File: config.mk
export PLATFORM = sky130hd
export DESIGN_NAME = pll_lock_supervisor
export DESIGN_NICKNAME = d
export VERILOG_FILES = /design/src/rtl/pll_lock_supervisor.sv
export SDC_FILE = /design/constraint.sdc
export NUM_CORES = 1
export LEC_CHECK = 0
export ABC_AREA = 0
export CORE_MARGIN = 4
export CORE_UTILIZATION = 25
export CTS_BUF_LIST = sky130_fd_sc_hd__clkbuf_2 sky130_fd_sc_hd__clkbuf_4 sky130_fd_sc_hd__clkbuf_8
export DETAILED_ROUTE_END_ITERATION = 8
export HOLD_SLACK_MARGIN = 0.06
export PLACE_DENSITY = 0.46
export SLEW_MARGIN = 20
export SYNTH_ARGS = -nofsm -noshare
export SYNTH_HDL_FRONTEND = slang
export SYNTH_SLANG_ARGS = --single-unit
File: constraint.sdc
create_clock -name REFERENCECLK -period 2.3 [get_ports REFERENCECLK]
set_clock_uncertainty 0.05 [all_clocks]
set_input_delay 0.46 -clock REFERENCECLK [delete_from_list [all_inputs] [get_ports REFERENCECLK]]
set_output_delay 0.46 -clock REFERENCECLK [all_outputs]
set_load 0.05 [all_outputs]
File: src/rtl/pll_lock_supervisor.sv
// PLL bring-up and lock supervisor: holds PLLs in reset, debounces lock, releases core reset, retries on loss.
// Optional WAIT_LOCK acquisition timeout is enabled by defining PLL_SUP_LOCK_TIMEOUT_EN.
module pll_lock_supervisor #(
  parameter int unsigned N_PLL         = 1,
  parameter int unsigned HOLD_CYCLES   = 16,
  parameter int unsigned STABLE_CYCLES = 1024,
  parameter int unsigned LOCK_TIMEOUT  = 65536,
  parameter int unsigned MAX_RETRIES   = 3,
  parameter int unsigned CNT_W         = 17,
  localparam int unsigned RC_W = (MAX_RETRIES == 0) ? 1 : $clog2(MAX_RETRIES + 1)
) (
  input  logic             REFERENCECLK,
  input  logic             RESET,
  input  logic [N_PLL-1:0] LOCK,
  input  logic             CLEAR_FAULT,
  output logic             PLL_RESETB,
  output logic             CORE_RESETN,
  output logic             READY,
  output logic             FAULT,
  output logic [RC_W-1:0]  RETRY_COUNT,
  output logic [2:0]       STATE
);

`ifdef PLL_SUP_LOCK_TIMEOUT_EN
  localparam bit TIMEOUT_EN = 1'b1;
`else
  localparam bit TIMEOUT_EN = 1'b0;
`endif

  typedef enum logic [2:0] {
    S_HOLD      = 3'd0,
    S_WAIT_LOCK = 3'd1,
    S_STABLE    = 3'd2,
    S_RUN       = 3'd3,
    S_FAULT     = 3'd4
  } state_e;

  state_e            state_q, state_d;
  logic [CNT_W-1:0]  cnt_q, cnt_d;
  logic [RC_W-1:0]   rc_q, rc_d;
  logic [N_PLL-1:0]  lock_meta_q, lock_sync_q;
  logic              pll_resetb_q, core_resetn_q, ready_q, fault_q;
  logic              locked;
  logic              retry;

  assign locked = &lock_sync_q;

  always_comb begin
    state_d = state_q;
    cnt_d   = cnt_q;
    rc_d    = rc_q;
    retry   = 1'b0;
    case (state_q)
      S_HOLD: begin
        if (cnt_q == CNT_W'(HOLD_CYCLES - 1)) begin
          cnt_d   = '0;
          state_d = S_WAIT_LOCK;
        end else begin
          cnt_d = cnt_q + 1'b1;
        end
      end
      S_WAIT_LOCK: begin
        if (locked) begin
          cnt_d   = '0;
          state_d = S_STABLE;
        end else if (TIMEOUT_EN) begin
          if (cnt_q == CNT_W'(LOCK_TIMEOUT - 1)) retry = 1'b1;
          else                                   cnt_d = cnt_q + 1'b1;
        end
      end
      S_STABLE: begin
        // Loss of lock is checked first so it wins over a completing debounce count.
        if (!locked) begin
          cnt_d   = '0;
          state_d = S_WAIT_LOCK;
        end else if (cnt_q == CNT_W'(STABLE_CYCLES - 1)) begin
          cnt_d   = '0;
          rc_d    = '0;
          state_d = S_RUN;
        end else begin
          cnt_d = cnt_q + 1'b1;
        end
      end
      S_RUN: begin
        if (!locked) retry = 1'b1;
      end
      S_FAULT: begin
        if (CLEAR_FAULT) begin
          cnt_d   = '0;
          rc_d    = '0;
          state_d = S_HOLD;
        end
      end
      default: begin
        cnt_d   = '0;
        state_d = S_HOLD;
      end
    endcase

    if (retry) begin
      cnt_d = '0;
      if (rc_q == RC_W'(MAX_RETRIES)) begin
        state_d = S_FAULT;
      end else begin
        rc_d    = rc_q + 1'b1;
        state_d = S_HOLD;
      end
    end
  end

  // Outputs are registered from the next state so they move on the same edge as STATE.
  always_ff @(posedge REFERENCECLK or negedge RESET) begin
    if (!RESET) begin
      state_q       <= S_HOLD;
      cnt_q         <= '0;
      rc_q          <= '0;
      lock_meta_q   <= '0;
      lock_sync_q   <= '0;
      pll_resetb_q  <= 1'b0;
      core_resetn_q <= 1'b0;
      ready_q       <= 1'b0;
      fault_q       <= 1'b0;
    end else begin
      state_q       <= state_d;
      cnt_q         <= cnt_d;
      rc_q          <= rc_d;
      lock_meta_q   <= LOCK;
      lock_sync_q   <= lock_meta_q;
      pll_resetb_q  <= (state_d == S_WAIT_LOCK) || (state_d == S_STABLE) || (state_d == S_RUN);
      core_resetn_q <= (state_d == S_RUN);
      ready_q       <= (state_d == S_RUN);
      fault_q       <= (state_d == S_FAULT);
    end
  end

  assign PLL_RESETB  = pll_resetb_q;
  assign CORE_RESETN = core_resetn_q;
  assign READY       = ready_q;
  assign FAULT       = fault_q;
  assign RETRY_COUNT = rc_q;
  assign STATE       = state_q;

endmodule

==> results of run 1 <==
-- metrics by stage --
stage	total power [mW]	std cells	cell area, um2	worst slack, ns
after global placement	0.506	272	1830	0.209
after CTS	0.794	276	1880	0.0980
after global routing	0.809	276	1880	0.00367
after floorplan	0.488	177	1530	0.117
after detailed placement	0.506	272	1830	0.150
final	0.774	276	1880	0.108
-- sequential cells by signal, summed over array words and instances (netlist names) --
signal,count
cnt_q,17
STATE,3
RETRY_COUNT,2
FAULT,1
PLL_RESETB,1
READY,1
lock_meta_q,1
lock_sync_q,1
-- per-layer routing --
metal	part of all wire, %	wire [um]	vias up	track usage [%]
met3	4.1	151	2	2.57
met4	0.54	20	0	1.70
li1	-	-	682	-
met1	49	1800	649	14.7
met2	47	1720	24	17.4
met5	0	0	-	0
-- cells in the mapped netlist (2+ instances only) --
library cell and number:
nor3_1 5, nand2_1 40, o21ai_0 7, a31oi_1 3, a21oi_1 5, nor3b_1 2, nand4_1 2, a21o_1 2
and3_1 4, nor2_1 10, nand2b_1 2, and2_1 3, inv_1 3, nand3b_1 2, or2_2 2, ha_1 2
clkbuf_1 6, nand3_1 5, dfrtp_1 27, o22ai_1 10, nor4b_1 2, o21a_1 3, o211ai_1 3, nor2b_1 7
-- path summary, 6_finish.rpt --
| check | end | cells past startpoint | slack (ns) | start |
|---|---|---|---|---|
| hold reg to reg | lock_sync_q | 0 | 0.31 | lock_meta_q |
| max in group asynchronous | cnt_q[15] | 2 | 1.42 | RESET |
| setup / recovery | STATE[0] | 1 | 0.11 | STATE[0] |
| min in group asynchronous | RETRY_COUNT[1] | 2 | 0.51 | RESET |
| setup reg to reg | cnt_q[15] | 5 | 0.14 | cnt_q[13] |
| hold / removal | lock_sync_q | 0 | 0.31 | lock_meta_q |
-- power by group --
part           leakage [nW]  total [mW]  internal (mW)  switching (mW)
clock network        0.0255       0.279          0.122           0.157
registers             0.326       0.478          0.476         0.00201
logic                 0.420      0.0171        0.00637          0.0108
-- layout make-up --
type / count / area, um2 / share of cell area [%]
tap: 75 / 93.8 / 4.99
timing repair buffer: 28 / 240 / 12.8
sequential: 27 / 676 / 35.9
inverter: 3 / 11.3 / 0.598
multi-input combinational: 139 / 815 / 43.3
clock inverter: 1 / 5.00 / 0.266
clock buffer: 3 / 41.3 / 2.19
-- cell families after synthesis --
kind of cell	Yosys count	share of synthesized area [%]
AND/OR/NAND/NOR	95	32.7
AO/OA/AOI/OAI	40	17.3
flip-flops	27	44.2
buffers and inverters	11	2.95
adder cells (fa/ha/maj)	2	1.64
XOR/XNOR	1	0.573
multiplexers	1	0.655
==> run_results.csv, run 1 <==
group,metric,value,unit
cts,postCtsSetupRepairBufs,0,
timing,timing.setup.tns,0,ns
route,number_of_vias_in_the_routed_layout,1357,
setup_path,worstSetupStartpointType,"flop",
cts,cts_hold_buf,0,
timing,fin_worst_hold_slack,0.311,ns
logic_synthesis,synth_top_cell_area_share,44.2,%
cells_and_area,nFillCells,617,
setup_path,worst-endpoint-arrival,1.68,ns
setup_path,critPathKind,"reg2out",
die,placeableCoreArea,5920,um2
logic_synthesis,syn-num-nets,183,
setup_path,critical_path_required,1.79,ns
timing,setup-violations-final,0,
power,p_per_area,411,nW/um2
cells_and_area,mostFrequentLayoutCell,"nand2_1",
cts,clk_root_buffer_cell,"clkbuf_8",
global_route,grt_util_all_layers,10.7,%
cells_and_area,n_antenna_cell,0,
route,drcViolationCount,0,
logic_synthesis,post_synth.cell_area_avg,8.64,um2
global_route,initial_antenna_violation_count,0,
cts,cts_made_buffers,3,
hold_path,holdCritPathClass,"reg2reg",
timing,max_clock_freq,0.456,GHz
logic_synthesis,synth-warning-count,0,
route,via_per_inst,4.92,
cts,post_cts.resized_instances,0,
cts,clk_pin_slew,0.10,ns
logic_synthesis,ys_async_sr_fraction,100,%
setup_path,max_stage_delay,0.87,ns
setup_path,critPathSlowestCell,"clkdlybuf4s50_1",
logic_synthesis,synth_edf_count,0,
cts,h-tree-depth,1,
cts,clock_latency,0.27,ns
placement,place.port_buffers,12,
die,chipHeight,86.2,um
cells_and_area,final_nets,208,
route,drt_wl_total,3690,um
die,die_width,86.2,um
timing,finalCritPeriodShare,95.3,%
route,drt_iter0_markers,102,
status,status,"finished clean",
logic_synthesis,synth_cell_type_count,44,
setup_path,critical_path.cell_chain,"clkdlybuf4s50_1",
route,drtAntennaViolNets,0,
timing,rsz_0062_raised_after_global_routing,"no",
cells_and_area,fin_util,31.8,%
logic_synthesis,dominantRegCellSynth,"dfrtp_1",
logic_synthesis,syn_area,1530,um2
logic_synthesis,synth.area.top_cells,"dfrtp_1 (44%), nand2_1 (9.8%), o22ai_1 (4.1%)",
setup_path,worst_path_dominant_cell_family,"buffers and inverters",
timing,slew_headroom,67.3,%
placement,hpwl_after_detailed_placement,2700,um
cts,cts.sinks,27,
timing,tightest_slew,0.487,ns
setup_path,critical_path.n_buffers_inverters,1,
power,static-leakage-power,0.772,nW
placement,gp_routability_congestion,0.755,
power,ir_worst_vdd,187,uV
route,detailedRoute.firstPassIterationCount,4,
cells_and_area,post_route_cells_drive_above_1_share,13.4,%
route,post_drt_wl_per_cell,13.4,um
logic_synthesis,postSynthRegisterBits,27,
setup_path,critical_path_peak_fanout,11,
logic_synthesis,synth_cells,177,
die,die_area,7430,um2
global_route,grt_remaining_overflow,0,
logic_synthesis,synth.largest_area_cell,"dfrtp_1",
timing,slew_violations,0,
die,core.rowCount,28,
global_route,grt_pass1_vias,1273,
timing,finalHoldViolations,0,
cells_and_area,syn_to_final_growth,23.1,%
die,design.portCount,13,
die,start_util,25.8,%
timing,period_needed,2.19,ns
global_route,global_route_wire_length_before_repair,6350,um
cells_and_area,mostFrequentLayoutCells,"nand2_1 (40), dfrtp_1 (27), buf_4 (16)",
run,max_cap_viol_count,0,
setup_path,crit_path_capture_type,"output pin",
cts,tritoncts,"built",
logic_synthesis,synth-seq-area-share,44.2,%
global_route,grt_start_max_net_pins,28,
cts,clock_tree.buffer_depth,2,
Note: power is estimated with default switching activity, not from simulation.
==> run 2, diff against run 1 <==
- RECOVER_POWER: default -> 100
==> run 2 against run 1 <==
Compared with the run above: via count rose by 0.52%; first-iteration DRC count did not move; clock power barely moved; final area fell by 0.73%; global-route usage did not move; flip-flop and latch count did not move; critical path type unchanged; largest power group unchanged.
==> run_results.csv, run 2 (synthesis results as in run 1) <==
group,metric,value,unit
timing,setup-violations-final,0,
power,p_clk_share,36.1,%
cts,clk_root_buffer_cell,"clkbuf_8",
timing,slew_violations,0,
setup_path,max_stage_delay,0.87,ns
setup_path,worst_path_dominant_cell_family,"buffers and inverters",
global_route,grt_util_met2,17.4,%
route,detailedRoute.firstPassIterationCount,4,
cts,clk_pin_slew,0.10,ns
power,static-leakage-power,0.771,nW
route,drtAntennaViolNets,0,
cts,h-tree-depth,1,
cts,clock_latency,0.27,ns
setup_path,worstSetupStartpointType,"flop",
placement,post_dp_cell_area,1830,um2
placement,dp.cells,272,
cells_and_area,mostFrequentLayoutCell,"nand2_1",
route,number_of_vias_in_the_routed_layout,1364,
cts,clock_tree.buffer_depth,2,
power,power.combinational.fraction,2.0,%
timing,timing.setup.tns,0,ns
run,max_cap_viol_count,0,
global_route,global_route_wire_length_before_repair,6350,um
timing,tightest_slew,0.710,ns
setup_path,critical_path_peak_fanout,11,
cells_and_area,largest_register_ffs,17,
timing,slew_headroom,52.7,%
route,drt_wl_total,3680,um
route,via_per_inst,4.94,
cts,postCtsSetupRepairBufs,0,
cells_and_area,stdcell_area,1870,um2
cts,cts_made_buffers,3,
die,placeableCoreArea,5920,um2
power,p_sw_share,22.0,%
placement,detailedPlace.worstSlack,0.150,ns
timing,max_clock_freq,0.457,GHz
setup_path,critical_path.cell_chain,"clkdlybuf4s50_1",
cts,cts.sinks,27,
setup_path,critical_path_required,1.79,ns
die,die_area,7430,um2
cells_and_area,mostFrequentLayoutCells,"nand2_1 (40), dfrtp_1 (27), buf_4 (12)",
power,p_total,0.772,mW
power,total_switching_power,0.170,mW
cells_and_area,fin_util,31.6,%
power,cellInternalPower,0.602,mW
timing,rsz_0062_raised_after_global_routing,"no",
route,drt_iter0_markers,102,
cells_and_area,largest_register,"cnt_q",
placement,gp_routability_congestion,0.755,
hold_path,holdCritPathClass,"reg2reg",
power,ir_worst_vdd,188,uV
timing,finalCritPeriodShare,95.2,%
cells_and_area,post_route_cells_drive_above_1_share,11.9,%
setup_path,worst-endpoint-arrival,1.68,ns
global_route,grt_remaining_overflow,0,
cts,cts_hold_buf,0,
cts,tritoncts,"built",
cts,post_cts.resized_instances,0,
power,seq_power_share,61.9,%
cells_and_area,nFillCells,619,
global_route,grt_util_all_layers,10.7,%
global_route,grt_start_max_net_pins,28,
setup_path,critPathKind,"reg2out",
route,post_drt_wl_per_cell,13.3,um
global_route,grt_pass1_vias,1273,
timing,fin_worst_hold_slack,0.311,ns
global_route,grt_util_met1,14.7,%
die,start_util,25.8,%
setup_path,crit_path_capture_type,"output pin",
timing,final_critical_path_setup_slack,0.110,ns
route,drcViolationCount,0,
timing,period_needed,2.19,ns
placement,place.port_buffers,12,
cells_and_area,post_route_non_filler_standard_cell_count,276,
timing,finalHoldViolations,0,
die,design.portCount,13,
setup_path,critPathSlowestCell,"clkdlybuf4s50_1",
placement,hpwl_after_detailed_placement,2700,um
power,p_per_area,413,nW/um2
cells_and_area,final_nets,208,
cells_and_area,n_antenna_cell,0,
cells_and_area,syn_to_final_growth,22.2,%
status,status,"finished clean",
global_route,grtUsageMet3,2.57,%
global_route,busiest_layer,"met2",
die,core.rowCount,28,
die,die_width,86.2,um
die,chipHeight,86.2,um
global_route,initial_antenna_violation_count,0,
setup_path,critical_path.n_buffers_inverters,1,
## run 2: cell count changes in the layout (fill, tap and decap cells not counted), sizes merged
cell / change
buf: -4
clkbuf: +4
clkdlybuf4s50: -10
dlygate4sd3: +10
## run 2: area by class of cell
type / count / area, um2 / share of cell area, %
inverter: 3 / 11.3 / 0.603
clock inverter: 1 / 5.00 / 0.268
timing repair buffer: 28 / 226 / 12.1
tap: 75 / 93.8 / 5.02
multi-input combinational: 139 / 815 / 43.6
clock buffer: 3 / 41.3 / 2.21
sequential: 27 / 676 / 36.2
## run 2: routing by layer
metal	vias up	wire length [um]
met5	-	0
met4	0	20
met3	2	161
met2	25	1730
met1	655	1780
li1	682	-
## run 2: path summary, 6_finish.rpt
| kind | from | endpoint | slack [ns] | cells past startpoint |
|---|---|---|---|---|
| max | STATE[0] | STATE[0] | 0.11 | 1 |
| min | lock_meta_q | lock_sync_q | 0.31 | 0 |
| max reg2reg | cnt_q[13] | STATE[0] | 0.14 | 6 |
| min reg2reg | lock_meta_q | lock_sync_q | 0.31 | 0 |
| max in group asynchronous | RESET | cnt_q[15] | 1.05 | 2 |
| min in group asynchronous | RESET | RETRY_COUNT[1] | 0.70 | 2 |
## run 2: power by group through the flow
stage | clock network, mW | logic (mW) | registers (mW)
after floorplan | 0 | 0.00117 | 0.487
after global placement | 0 | 0.0180 | 0.488
after detailed placement | 0 | 0.0186 | 0.487
after CTS | 0.297 | 0.0187 | 0.478
after global routing | 0.310 | 0.0189 | 0.479
final | 0.279 | 0.0155 | 0.478
==> run 3, diff against run 2 <==
- CTS_CLUSTER_DIAMETER: default -> 40
- GPL_ROUTABILITY_DRIVEN: default -> 0
==> results of run 3 <==
Final layout, timing and power as in run 2 (identical DEF).
